<file path="src/rtl/rst_seq_pkg.sv">
// Shared state encoding and sizing helpers for the reset sequencer.
package rst_seq_pkg;

  typedef enum logic [1:0] {
    ASSERT    = 2'd0,
    WAIT_LOCK = 2'd1,
    RELEASE   = 2'd2,
    RUN       = 2'd3
  } rst_seq_state_t;

  // Bits needed for a counter that runs 0 .. n-1 (never less than one bit).
  function automatic int cnt_width(input int n);
    return (n <= 2) ? 1 : $clog2(n);
  endfunction

  function automatic int max3(input int a, input int b, input int c);
    int m;
    m = (a > b) ? a : b;
    return (m > c) ? m : c;
  endfunction

endpackage

</file>
<file path="src/rtl/rst_seq_ctrl_if.sv">
// Lock inputs, software request and reset/status outputs of the reset sequencer.
interface rst_seq_ctrl_if
  import rst_seq_pkg::*;
#(
  parameter int NUM_CH = 2,
  parameter int CNT_W  = 8
);

  logic [NUM_CH-1:0] pll_locked_i;
  logic              sw_rst_req_i;
  logic [NUM_CH-1:0] rst_o;
  logic [NUM_CH-1:0] rst_n_o;
  logic              all_rdy_o;
  logic              lock_lost_o;
  logic [CNT_W-1:0]  lock_loss_cnt_o;
  rst_seq_state_t    state_o;

  modport master (
    output pll_locked_i, sw_rst_req_i,
    input  rst_o, rst_n_o, all_rdy_o, lock_lost_o, lock_loss_cnt_o, state_o
  );

  modport slave (
    input  pll_locked_i, sw_rst_req_i,
    output rst_o, rst_n_o, all_rdy_o, lock_lost_o, lock_loss_cnt_o, state_o
  );

endinterface

</file>
<file path="src/rtl/sync_ff.sv">
// Multi-bit flop-chain synchroniser; every stage clears to 0 on reset.
module sync_ff #(
  parameter int W = 1,
  parameter int N = 2
) (
  input  logic         clk,
  input  logic         rst_n,
  input  logic [W-1:0] d,
  output logic [W-1:0] q
);

  logic [N-1:0][W-1:0] stages;

  always_ff @(posedge clk or negedge rst_n) begin
    if (!rst_n) begin
      stages <= '0;
    end else begin
      stages <= {stages[N-2:0], d};
    end
  end

  assign q = stages[N-1];

endmodule

</file>
<file path="src/rtl/rst_seq_ctrl.sv">
// Reset sequencer: hold, wait for stable PLL locks, release channels in order,
// re-assert everything on lock loss or software request.
module rst_seq_ctrl
  import rst_seq_pkg::*;
#(
  parameter int NUM_CH          = 2,
  parameter int SYNC_STAGES     = 2,
  parameter int MIN_ASSERT_CYC  = 64,
  parameter int LOCK_STABLE_CYC = 256,
  parameter int STEP_DLY_CYC    = 16,
  parameter int CNT_W           = 8
) (
  input logic          clk,
  input logic          rst_n,
  rst_seq_ctrl_if.slave bus
);

  localparam int TMR_W = cnt_width(max3(MIN_ASSERT_CYC, LOCK_STABLE_CYC, STEP_DLY_CYC));
  localparam int IDX_W = cnt_width(NUM_CH);

  rst_seq_state_t    state, state_nx;
  logic [TMR_W-1:0]  timer, timer_nx;
  logic [IDX_W-1:0]  ch_idx, ch_nx;
  logic [NUM_CH-1:0] rst_q, rst_nx, rst_n_q;
  logic              all_rdy_q, all_rdy_nx;
  logic              lost_q, lost_nx;
  logic [CNT_W-1:0]  cnt_q, cnt_nx;
  logic [NUM_CH-1:0] lock_sync;
  logic              all_locked;
  logic              go_assert;
  logic              lock_loss;

  sync_ff #(.W(NUM_CH), .N(SYNC_STAGES)) u_lock_sync (
    .clk   (clk),
    .rst_n (rst_n),
    .d     (bus.pll_locked_i),
    .q     (lock_sync)
  );

  assign all_locked = &lock_sync;

  always_ff @(posedge clk or negedge rst_n) begin
    if (!rst_n) begin
      state     <= ASSERT;
      timer     <= '0;
      ch_idx    <= '0;
      rst_q     <= '1;
      rst_n_q   <= '0;
      all_rdy_q <= 1'b0;
      lost_q    <= 1'b0;
      cnt_q     <= '0;
    end else begin
      state     <= state_nx;
      timer     <= timer_nx;
      ch_idx    <= ch_nx;
      rst_q     <= rst_nx;
      rst_n_q   <= ~rst_nx;
      all_rdy_q <= all_rdy_nx;
      lost_q    <= lost_nx;
      cnt_q     <= cnt_nx;
    end
  end

  // Lock loss outranks a simultaneous software request so the event is counted.
  always_comb begin
    state_nx   = state;
    timer_nx   = timer;
    ch_nx      = ch_idx;
    rst_nx     = rst_q;
    all_rdy_nx = all_rdy_q;
    lost_nx    = 1'b0;
    cnt_nx     = cnt_q;
    go_assert  = 1'b0;
    lock_loss  = 1'b0;

    unique case (state)
      ASSERT: begin
        rst_nx     = '1;
        all_rdy_nx = 1'b0;
        if (bus.sw_rst_req_i) begin
          timer_nx = '0;
        end else if (timer == TMR_W'(MIN_ASSERT_CYC - 1)) begin
          state_nx = WAIT_LOCK;
          timer_nx = '0;
        end else begin
          timer_nx = timer + 1'b1;
        end
      end
      WAIT_LOCK: begin
        if (bus.sw_rst_req_i) begin
          go_assert = 1'b1;
        end else if (!all_locked) begin
          timer_nx = '0;
        end else if (timer == TMR_W'(LOCK_STABLE_CYC - 1)) begin
          timer_nx  = '0;
          rst_nx[0] = 1'b0;
          if (NUM_CH == 1) begin
            state_nx   = RUN;
            all_rdy_nx = 1'b1;
          end else begin
            state_nx = RELEASE;
            ch_nx    = IDX_W'(1);
          end
        end else begin
          timer_nx = timer + 1'b1;
        end
      end
      RELEASE: begin
        if (!all_locked) begin
          lock_loss = 1'b1;
        end else if (bus.sw_rst_req_i) begin
          go_assert = 1'b1;
        end else if (timer == TMR_W'(STEP_DLY_CYC - 1)) begin
          timer_nx       = '0;
          rst_nx[ch_idx] = 1'b0;
          if (ch_idx == IDX_W'(NUM_CH - 1)) begin
            state_nx   = RUN;
            all_rdy_nx = 1'b1;
          end else begin
            ch_nx = ch_idx + 1'b1;
          end
        end else begin
          timer_nx = timer + 1'b1;
        end
      end
      RUN: begin
        if (!all_locked) begin
          lock_loss = 1'b1;
        end else if (bus.sw_rst_req_i) begin
          go_assert = 1'b1;
        end
      end
      default: go_assert = 1'b1;
    endcase

    if (go_assert || lock_loss) begin
      state_nx   = ASSERT;
      timer_nx   = '0;
      ch_nx      = '0;
      rst_nx     = '1;
      all_rdy_nx = 1'b0;
    end

    if (lock_loss) begin
      lost_nx = 1'b1;
      if (cnt_q != {CNT_W{1'b1}}) begin
        cnt_nx = cnt_q + 1'b1;
      end
    end
  end

  assign bus.rst_o           = rst_q;
  assign bus.rst_n_o         = rst_n_q;
  assign bus.all_rdy_o       = all_rdy_q;
  assign bus.lock_lost_o     = lost_q;
  assign bus.lock_loss_cnt_o = cnt_q;
  assign bus.state_o         = state;

endmodule

</file>
<file path="src/flat_wrapper.sv">
// flat-port wrapper written by rule: the top's interface ports become plain ports
module rst_seq_ctrl_flat import rst_seq_pkg::*;
#(
  parameter int NUM_CH          = 2,
  parameter int SYNC_STAGES     = 2,
  parameter int MIN_ASSERT_CYC  = 64,
  parameter int LOCK_STABLE_CYC = 256,
  parameter int STEP_DLY_CYC    = 16,
  parameter int CNT_W           = 8
)
  (clk, rst_n, bus_pll_locked_i, bus_sw_rst_req_i, bus_rst_o, bus_rst_n_o, bus_all_rdy_o, bus_lock_lost_o, bus_lock_loss_cnt_o, bus_state_o);
  rst_seq_ctrl_if #(.NUM_CH(NUM_CH), .CNT_W(CNT_W)) bus_i ();
  input logic clk;
  input logic rst_n;
  input wire logic [$bits(bus_i.pll_locked_i)-1:0] bus_pll_locked_i;
  input wire logic [$bits(bus_i.sw_rst_req_i)-1:0] bus_sw_rst_req_i;
  output wire logic [$bits(bus_i.rst_o)-1:0] bus_rst_o;
  output wire logic [$bits(bus_i.rst_n_o)-1:0] bus_rst_n_o;
  output wire logic [$bits(bus_i.all_rdy_o)-1:0] bus_all_rdy_o;
  output wire logic [$bits(bus_i.lock_lost_o)-1:0] bus_lock_lost_o;
  output wire logic [$bits(bus_i.lock_loss_cnt_o)-1:0] bus_lock_loss_cnt_o;
  output wire logic [$bits(bus_i.state_o)-1:0] bus_state_o;
  assign bus_i.pll_locked_i = bus_pll_locked_i;
  assign bus_i.sw_rst_req_i = bus_sw_rst_req_i;
  assign bus_rst_o = bus_i.rst_o;
  assign bus_rst_n_o = bus_i.rst_n_o;
  assign bus_all_rdy_o = bus_i.all_rdy_o;
  assign bus_lock_lost_o = bus_i.lock_lost_o;
  assign bus_lock_loss_cnt_o = bus_i.lock_loss_cnt_o;
  assign bus_state_o = bus_i.state_o;
  rst_seq_ctrl #(.NUM_CH(NUM_CH), .SYNC_STAGES(SYNC_STAGES), .MIN_ASSERT_CYC(MIN_ASSERT_CYC), .LOCK_STABLE_CYC(LOCK_STABLE_CYC), .STEP_DLY_CYC(STEP_DLY_CYC), .CNT_W(CNT_W)) u_core (.clk(clk), .rst_n(rst_n), .bus(bus_i));
endmodule
</file>
<file path="config.mk">
export PLATFORM = sky130hd
export DESIGN_NAME = rst_seq_ctrl_flat
export DESIGN_NICKNAME = d
export VERILOG_FILES = /design/src/rtl/rst_seq_pkg.sv /design/src/rtl/rst_seq_ctrl_if.sv /design/src/rtl/sync_ff.sv /design/src/rtl/rst_seq_ctrl.sv /design/src/flat_wrapper.sv
export SDC_FILE = /design/constraint.sdc
export NUM_CORES = 1
export LEC_CHECK = 0
export ABC_AREA = 1
export CORE_MARGIN = 2
export CORE_UTILIZATION = 45
export CTS_BUF_LIST = sky130_fd_sc_hd__clkbuf_2 sky130_fd_sc_hd__clkbuf_4 sky130_fd_sc_hd__clkbuf_8
export DETAILED_ROUTE_END_ITERATION = 6
export DONT_BUFFER_PORTS = 1
export PLACE_DENSITY = 0.7
export SLEW_MARGIN = 5
export SYNTH_ARGS = -nofsm -noshare
export SYNTH_HDL_FRONTEND = slang
export SYNTH_SLANG_ARGS = --single-unit
</file>
<file path="constraint.sdc">
create_clock -name clk -period 2.75 [get_ports clk]
set_clock_uncertainty 0.1 [all_clocks]
set_input_delay 0.825 -clock clk [delete_from_list [all_inputs] [get_ports clk]]
set_output_delay 0.825 -clock clk [all_outputs]
set_load 0.05 [all_outputs]
</file>
==> qor.csv <==
stage;metric;value;unit
outcome;status;complete, no violations;
yosys;EDFF count, synth;0;
die;Row Count;22;
yosys;synthesized area;0.00167;mm²
yosys;post-synthesis average cell area;7.60;µm²
route;WL/cell;11.6;µm
route;vias;1362;
pwr;Gate power share;2.1;%
yosys;Yosys top cell area share;40.6;%
sta;FMAX;452;MHz
pwr;Reg power frac;54.8;%
route;1st-pass router iterations;5;
pwr;Clock power frac;43.1;%
yosys;top-count cell post-synth;nand2_1;
critical_path;Req. time, crit path;2870;ps
worst_hold_path;Hold Path Class;input pin to async pin;
flow_run;MaxCap Viol Count;0;
critical_path;WP data arrival;2340;ps
placement;placed inst area;0.00176;mm²
finish;layout cells sized above 1;10.3;%
clocking;clk root buf;clkbuf_8;
critical_path;WS Path Type;flip-flop to flip-flop;
critical_path;crit start category;flip-flop;
clocking;post-CTS sizing;0;
yosys;mux cell area share after synthesis;0;%
yosys;post-synthesis net count;232;
route;Iter 0 DRT Violations;104;
route;vias per cell;4.86;
clocking;hold buffer count at cts;0;
route;Antenna Nets Post-Route;0;
pwr;Pleak;1.00;nW
pwr;VDD IR max;0.325;mV
sta;Slew Limit Fails;0;
yosys;Synth Area in Compound Gates;4.88;%
critical_path;CP Capture Type;flip-flop;
pwr;Tot Pwr;0.799;mW
pwr;PD cells;434;mW/mm²
pwr;internal cell power;0.625;mW
yosys;Seq/Total Area, Yosys;43.7;%
finish;n_diodes;0;
sta;relative slew slack;61.8;%
clocking;Clk Latency, worst-skew pair;290;ps
sta;Least-Margin Pin Slew;573;ps
clocking;Clock Sinks;29;
yosys;yosys warns;0;
yosys;Synth Area in Adders;6.01;%
yosys;Cells after Synth;219;
sta;Final Hold Viols;0;
die;die area;0.00420;mm²
die;Core ar.;0.00361;mm²
clocking;cts bufs inserted;5;
finish;design area;0.00184;mm²
clocking;Clock Tree Buf Depth;2;
grt;number of global-route vias before repair;1343;
finish;synth-to-layout area growth;10.6;%
grt;largest net degree at the start of global routing;30;
placement;routability cong.;0.939;
placement;IO Port Bufs;0;
die;Die W;64.8;µm
finish;Fillers;365;
sta;Period Utilization, post-route;80.5;%
yosys;area leader, netlist;dfrtp_1;
sta;RSZ-0062 raised after global routing;false;
finish;post-layout net count;244;
grt;total gr overflow;0;
sta;fin crit period;2210;ps
yosys;Top FF cell, synth;dfrtp_1;
grt;gr usage total;18.3;%
yosys;Area contributors post-synth;dfrtp_1, nand2_1, inv_1;
yosys;Post-synth top cells;nand2_1, inv_1, dfrtp_1;
sta;Final Setup Violations;0;
clocking;CTS tree;built;
grt;first-pass GRT wire length;5.88;mm
pwr;sw frac;21.8;%
route;final wirelength;3.24;mm
die;Ports;21;
yosys;largest family of logic cells by synthesized area;simple AND/OR/NAND/NOR gates;
die;starting density of the core;46.2;%
yosys;number of distinct library cells after synthesis;23;
die;Chip Height;64.8;µm
clocking;H-Tree Depth;2;
clocking;Clock transition at path regs;60;ps
clocking;post-CTS setup buffers;0;
yosys;area share of and/or/nand/nor cells after synthesis;32.4;%
grt;initial antenna violation count;0;
placement;Detail Placement HPWL;2.41;mm
sta;Fin Setup TNS;0;ps
yosys;#FFs+latches synth;29;
yosys;ys async rst share;100;%
yosys;area share of xor/xnor cells in the synthesized design;4.21;%
critical_path;crit path max fanout;12;
finish;Final Core Density;51.1;%
pwr;Net Sw Power;0.174;mW
route;residual DRC count;0;
layout make-up:
class                           instances  area, µm²  area share, %
Timing Repair Buffer                    7       52.6           2.85
Multi-Input combinational cell        155        791           42.9
Clock inverter                          2       10.0          0.543
Tap cell                               48       60.1           3.26
Sequential cell                        29        728           39.5
Clock buffer                            6       76.3           4.14
Inverter                               33        124           6.73
worst max-delay path, cell delays in order, from the launching register on:
cell and delay [ps]:
dfrtp_1 370, buf_4 200, ha_1 270, o21ai_2 220
nand2_2 90, nand2_2 180, o21ai_0 210, nand2_4 160
inv_2 110, nand3_1 120, nand2_1 70, nand2_1 50
sequential cells by signal, indices dropped and copies added, names as in the netlist:
name and flops:
u_core.bus.lock_lost_o 1, u_core.bus.state_o 2, u_core.timer 8, u_core.ch_idx 1, u_core.bus.all_rdy_o 1, u_core.bus.rst_o 2
u_core.u_lock_sync.q 2, u_core.bus.lock_loss_cnt_o 8, u_core.u_lock_sync.stages 2, u_core.bus.rst_n_o 2
worst paths after layout:
kind                                                              from                                end  slack, ps  depth (start not counted)
worst max-delay path                 u_core.bus.state_o[0]$_DFFE_PN0P_  u_core.bus.state_o[1]$_DFFE_PN0P_        540                         11
worst min-delay path                                             rst_n   u_core.bus.lock_lost_o$_DFF_PN0_        130                          0
worst max register to register       u_core.bus.state_o[0]$_DFFE_PN0P_  u_core.bus.state_o[1]$_DFFE_PN0P_        540                         11
worst min register to register  u_core.u_lock_sync.stages[0]$_DFF_PN0_  u_core.u_lock_sync.q[0]$_DFF_PN0_        250                          0
max in group asynchronous                                        rst_n      u_core.bus.rst_o[1]$_DFF_PN1_       2250                          0
min in group clk                u_core.u_lock_sync.stages[0]$_DFF_PN0_  u_core.u_lock_sync.q[0]$_DFF_PN0_        250                          0
layer usage:
| layer | global-route usage, % | wire length, µm | share of wire [%] |
|---|---|---|---|
| met4 | 9.84 | 51 | 1.6 |
| met5 | 0 | 0 | 0 |
| met2 | 28.0 | 1520 | 47 |
| met3 | 5.56 | 173 | 5.3 |
| met1 | 23.1 | 1490 | 46 |
through the flow:
step           hold slack [ps]  cells  setup WS [ps]
5_1_grt                    115    280            348
3_3_place_gp               234    272            611
2_1_floorplan              231    219            464
4_1_cts                    123    280            534
3_5_place_dp               235    272            542
6_report                   128    280            535
kinds of logic after synthesis:
group                    Yosys count
AND/OR/NAND/NOR                  125
buffers and inverters             35
flip-flops                        29
AO/OA/AOI/OAI                     14
XOR/XNOR                           8
adder cells (fa/ha/maj)            8
power by group through the flow:
stage	clock (mW)	sequential, mW	combinational (mW)
floorplan	0	0.444	0.0141
global placement	0	0.445	0.0168
detailed placement	0	0.446	0.0167
CTS	0.353	0.438	0.0170
global route	0.373	0.439	0.0208
finish	0.344	0.438	0.0171
cells in the final DEF (no fill, tap or decap):
cell,instances
nand2_1,73
inv_1,32
dfrtp_1,27
nand3_1,22
nor2_1,18
ha_1,8
buf_4,7
o21ai_0,6
nand4_1,5
xor2_1,5
clkbuf_8,5
a21oi_1,3
xnor2_1,3
nand2_2,2
nand3_2,2
o21bai_1,2
clkinv_2,2
dfstp_2,2
o21ai_2,1
o31ai_1,1
nand2_4,1
inv_2,1
nand3b_1,1
o21ai_1,1
nor3_1,1
clkbuf_4,1
Note: power is estimated with default switching activity, not from simulation.
